$ cat config.mk
export PLATFORM = sky130hd
export DESIGN_NAME = x_spisram
export DESIGN_NICKNAME = d
export VERILOG_FILES = /design/src/rtl/x_spisram.sv
export SDC_FILE = /design/constraint.sdc
export NUM_CORES = 1
export LEC_CHECK = 0
export ABC_CLOCK_PERIOD_IN_PS = 2200
export CAP_MARGIN = 20
export CELL_PAD_IN_SITES_DETAIL_PLACEMENT = 0
export CELL_PAD_IN_SITES_GLOBAL_PLACEMENT = 2
export CORE_MARGIN = 2
export CORE_UTILIZATION = 33
export CTS_CLUSTER_SIZE = 16
export DETAILED_ROUTE_END_ITERATION = 8
export GPL_TIMING_DRIVEN = 0
export PLACE_DENSITY_LB_ADDON = 0.2
export SLEW_MARGIN = 0
export SYNTH_ARGS = -nofsm -noshare
export SYNTH_HDL_FRONTEND = slang
export SYNTH_SLANG_ARGS = --single-unit
$ cat constraint.sdc
create_clock -name i_clk -period 2.2 [get_ports i_clk]
set_input_delay 0.33 -clock i_clk [delete_from_list [all_inputs] [get_ports i_clk]]
set_output_delay 0.33 -clock i_clk [all_outputs]
set_load 0.01 [all_outputs]
$ cat src/rtl/x_spisram.sv
// Crossbar-port responder that turns each accepted request into one byte-mode
// SPI mode-0 transaction to a 23K640 SRAM; one transaction in flight at a time.
module x_spisram #(
    parameter int CLK_DIV = 4
) (
    input  logic        i_clk,
    input  logic        i_rst,
    input  logic        i_valid,
    output logic        o_accept,
    input  logic        i_rd_n_wr,
    input  logic [15:0] i_addr,
    input  logic [7:0]  i_wdata,
    output logic        o_ready,
    output logic [7:0]  o_rdata,
    output logic        o_sck,
    output logic        o_cs_n,
    output logic        o_mosi,
    input  logic        i_miso
);

    localparam logic [7:0] DIV_LAST = 8'(CLK_DIV - 1);
    localparam logic [7:0] GAP_LOAD = (CLK_DIV > 1) ? 8'd1 : 8'd0;

    typedef enum logic [2:0] {
        ST_RST,
        ST_IDLE,
        ST_SHIFT,
        ST_HOLD,
        ST_DONE,
        ST_GAP
    } state_t;

    typedef struct packed {
        logic        rd;
        logic [15:0] addr;
        logic [7:0]  wdata;
    } req_t;

    state_t      state;
    state_t      state_nx;
    req_t        req;
    logic [31:0] frame;
    logic [31:0] shreg;
    logic [7:0]  div_cnt;
    logic [4:0]  bit_cnt;
    logic        tick;
    logic        sck;
    logic        mosi;
    logic        cs_n;
    logic        is_rd;
    logic [7:0]  rx_byte;
    logic [7:0]  rdata;

    assign req   = '{rd: i_rd_n_wr, addr: i_addr, wdata: i_wdata};
    assign frame = {req.rd ? 8'h03 : 8'h02, req.addr, req.rd ? 8'h00 : req.wdata};
    assign tick  = (div_cnt == DIV_LAST);

    assign o_sck   = sck;
    assign o_mosi  = mosi;
    assign o_cs_n  = cs_n;
    assign o_rdata = rdata;

    // A dedicated reset state keeps o_accept low while i_rst is held.
    always_ff @(posedge i_clk) begin
        if (i_rst) begin
            state <= ST_RST;
        end else begin
            state <= state_nx;
        end
    end

    always_comb begin
        state_nx = state;
        case (state)
            ST_RST:   state_nx = ST_IDLE;
            ST_IDLE:  if (i_valid) state_nx = ST_SHIFT;
            ST_SHIFT: if (tick && sck && bit_cnt == 5'd31) state_nx = ST_HOLD;
            ST_HOLD:  if (tick) state_nx = ST_DONE;
            ST_DONE:  state_nx = (CLK_DIV == 1) ? ST_IDLE : ST_GAP;
            ST_GAP:   if (tick) state_nx = ST_IDLE;
            default:  state_nx = ST_RST;
        endcase
    end

    always_comb begin
        o_accept = 1'b0;
        o_ready  = 1'b0;
        case (state)
            ST_IDLE: o_accept = 1'b1;
            ST_DONE: o_ready  = 1'b1;
            default: ;
        endcase
    end

    always_ff @(posedge i_clk) begin
        if (i_rst) begin
            div_cnt <= '0;
            bit_cnt <= '0;
            shreg   <= '0;
            sck     <= 1'b0;
            mosi    <= 1'b0;
            cs_n    <= 1'b1;
            is_rd   <= 1'b0;
            rx_byte <= '0;
            rdata   <= '0;
        end else begin
            cs_n <= !(state_nx == ST_SHIFT || state_nx == ST_HOLD);
            case (state)
                ST_IDLE: begin
                    div_cnt <= '0;
                    if (i_valid) begin
                        shreg <= frame;
                        mosi  <= frame[31];
                        is_rd <= req.rd;
                    end
                end
                ST_SHIFT: begin
                    div_cnt <= tick ? 8'd0 : div_cnt + 8'd1;
                    if (tick) begin
                        sck <= ~sck;
                        if (!sck) begin
                            // Rising edge: last eight periods carry the read byte.
                            if (is_rd && bit_cnt[4:3] == 2'b11)
                                rx_byte <= {rx_byte[6:0], i_miso};
                        end else begin
                            bit_cnt <= bit_cnt + 5'd1;
                            shreg   <= {shreg[30:0], 1'b0};
                            mosi    <= (bit_cnt == 5'd31) ? 1'b0 : shreg[30];
                        end
                    end
                end
                ST_HOLD: begin
                    div_cnt <= tick ? 8'd0 : div_cnt + 8'd1;
                    if (tick && is_rd)
                        rdata <= rx_byte;
                end
                // DONE already counts as the first CS-high cycle of the gap.
                ST_DONE: div_cnt <= GAP_LOAD;
                ST_GAP:  div_cnt <= tick ? 8'd0 : div_cnt + 8'd1;
                default: div_cnt <= '0;
            endcase
        end
    end

endmodule
==> flow_summary.toml <==
[timing]
fin_crit_sh_pct = 94.3
post-route-worst-setup-slack_ns = 0.126
fin_tns_setup_ns = 0
slew_headroom_pct = 54.2
finalSetupViolCount = 0
fmax_ghz = 0.482
worst_pin_slew_ns = 0.686
post-route-min-period_ns = 2.07
slew_viol_final = 0
rsz0062_at_grt = "false"
finalClockSkew_ns = 0.00583
hold_viol = 0

[flow_run]
max_cap_violations = 0

[yosys]
synth_cell_types = 38
async_flop_share_pct = 0
ys.flop_type = "dfxtp_1"
synth_edf_count = 0
syn_nets = 341
yosysWarnings = 0
synth_seq_cells = 67
synthCells = 309
ys_seq_area_share_pct = 46.0
synth_area_um2 = 2910
synth.avg_cell_area_um2 = 9.43

[place]
place_area_um2 = 3440
gp_congestion = 0.736
portBuffers = 39
dp_hpwl_um = 4800
dp_slack_ns = -0.106

[min_path]
worst_hold_path_type = "in -> reg"
hold_start = "i_rd_n_wr"
min_to = "is_rd$_SDFFE_PP0P_"
hold_depth = 3

[cells_and_area]
areaGrowthSynthToFinish_pct = 28.1
num-nets-final = 397
diodes = 0
stdcell_area_um2 = 3730
final_common_cell = "dfxtp_1"
final_cell_mix = "66 x dfxtp_1, 39 x clkdlybuf4s50_1, 34 x mux2i_1"
drive_above_1_share_pct = 11.1

[grt]
grt_overflow = 0
grt_pass1_wl_um = 11700
grtUsageTotal_pct = 15.2
grt_max_degree = 11
grt_pass1_vias = 2351
antenna_found_initial = 0

[die]
pin_count = 42
initial_utilization_pct = 33.7
die_w_um = 98.0
die_area_um2 = 9600
num_rows = 34
core_um2 = 8640
die_y_um = 98.0

[setup_path]
crit_slowest_cell = "dfxtp_1"
worstPathArrival_ns = 1.74
cp.required_ns = 1.87
cpPeakStageDelay_ns = 0.56
cp-end-kind = "primary output"
worstPathMaxFanout = 10
r2r-end = "shreg[18]$_SDFFE_PP0P_"
reg2reg_slack_ns = 0.23
r2r_cells = 6
path_cells = "nand2b_1 -> nor2_1 -> clkdlybuf4s50_1"
critPathKind = "reg -> out"
path_delay_family = "flip-flops"
path_buf_inv = 1
cp-start-kind = "flip-flop"
crit_cells = 3
r2r_start = "div_cnt[0]$_SDFF_PP0_"

[clock_network]
cts_htree_levels = 3
cts-hold-fix-buffers = 0
cts_root_buffer = "clkbuf_8"
cts.path.max_buffers = 2
cts_tree = "done"
clk_latency_ns = 0.33
cts_sinks = 67
numCtsBuffers = 9
clkTransAtPathRegs_ns = 0.07

[drt]
ant_nets = 0
drc = 0
num_vias = 2446
wirelength_um = 7170
via_per_inst = 5.12
first_pass_iters = 4
first_iter_violations = 92
wl_per_cell_um = 15.0

[status]
outcome = "finished clean"

[pwr]
leakagePower_nw = 1.33
powerDensity_nw_per_um2 = 680
p_total_mw = 2.54
ir_drop_uv = 427
[what timing repair did]
action,CTS,global route
buffers inserted,4,5
resized for setup,1,5
setup endpoints to repair,44,39
pin swaps,2,1
[metrics by stage]
stage,hold WS [ns],cells,util (%)
2_1_floorplan,0.445,309,-
3_3_place_gp,0.461,456,39.8
3_5_place_dp,0.467,456,39.8
4_1_cts,0.434,475,42.6
5_1_grt,0.474,478,43.2
6_report,0.462,478,43.2
[flip-flops by register name, indices dropped and copies added, names as in the netlist]
register	count
o_rdata	8
div_cnt	8
state	3
bit_cnt	5
rx_byte	8
o_sck	1
is_rd	1
shreg	31
o_mosi	1
o_cs_n	1
[power by group]
part,internal (mW),total (mW),switching (mW)
clock network,0.533,0.969,0.437
logic,0.139,0.279,0.140
registers,1.26,1.29,0.0296
total,1.93,2.54,0.607
[cells by family (layout without fill, tap and decap cells)]
family,Yosys count,count (layout),share of synthesized area [%]
and+or+nand+nor,112,112,21.6
DFF,67,67,46.0
AOI/OAI and AO/OA,56,56,12.9
muxes,34,34,11.7
buffers and inverters,29,90,4.04
xor gates and xnor gates,8,8,2.40
adders and majority gates,3,3,1.29
[per-layer routing]
| metal | part of all wire, % | global-route usage (%) | up-vias |
|---|---|---|---|
| met5 | 0 | 0 | - |
| met4 | 1.2 | 4.17 | 0 |
| met3 | 3.7 | 4.51 | 7 |
| met2 | 45 | 24.4 | 39 |
| met1 | 50 | 19.9 | 1166 |
| li1 | - | - | 1234 |
[tightest hold or removal path, delay by kind of cell]
kind / cells / cell delay, ns
AOI/OAI and AO/OA: 1 / 0.06
buffers and inverters: 1 / 0.23
and+or+nand+nor: 1 / 0.12
[worst max-delay path by stage]
stage,start,to
after floorplan,div_cnt[0]$_SDFF_PP0_,o_rdata[3]$_SDFFE_PP0P_
final,state[2]$_SDFF_PP0_,o_accept
after global routing,state[2]$_SDFF_PP0_,o_accept
after CTS,state[2]$_SDFF_PP0_,o_ready
after global placement,div_cnt[0]$_SDFF_PP0_,shreg[27]$_SDFFE_PP0P_
after detailed placement,div_cnt[0]$_SDFF_PP0_,shreg[11]$_SDFFE_PP0P_
[cell type report]
| class | instances | area (um2) |
|---|---|---|
| fillers | 901 | 4900 |
| multi-input cells | 213 | 1470 |
| flip-flops and latches | 67 | 1340 |
| repair buffers | 48 | 483 |
| clock buffers | 15 | 186 |
| well taps | 108 | 135 |
| plain buffers | 21 | 92.6 |
| inverters | 5 | 18.8 |
| clock inverters | 1 | 5.00 |
[Yosys cell counts (all sizes together) (2+ instances only)]
master	count	area, um2
a211oi	27	203
dfxtp	67	1340
nor2	31	116
nand4	3	18.8
o21ai	3	15.0
clkbuf	16	60.1
ha	3	37.5
o32ai	2	17.5
nor4b	3	41.3
a21oi	17	85.1
nand2b	6	37.5
inv	5	18.8
o22ai	2	12.5
xnor2	2	17.5
nor2b	2	12.5
a31o	2	17.5
or3	2	12.5
mux2i	34	340
buf	8	38.8
xor2	6	52.6
nand2	9	33.8
nor3b	10	80.1
and3	4	26.3
nor3	28	145
nand3	9	45.0
Power figures use the tool's default switching activity.
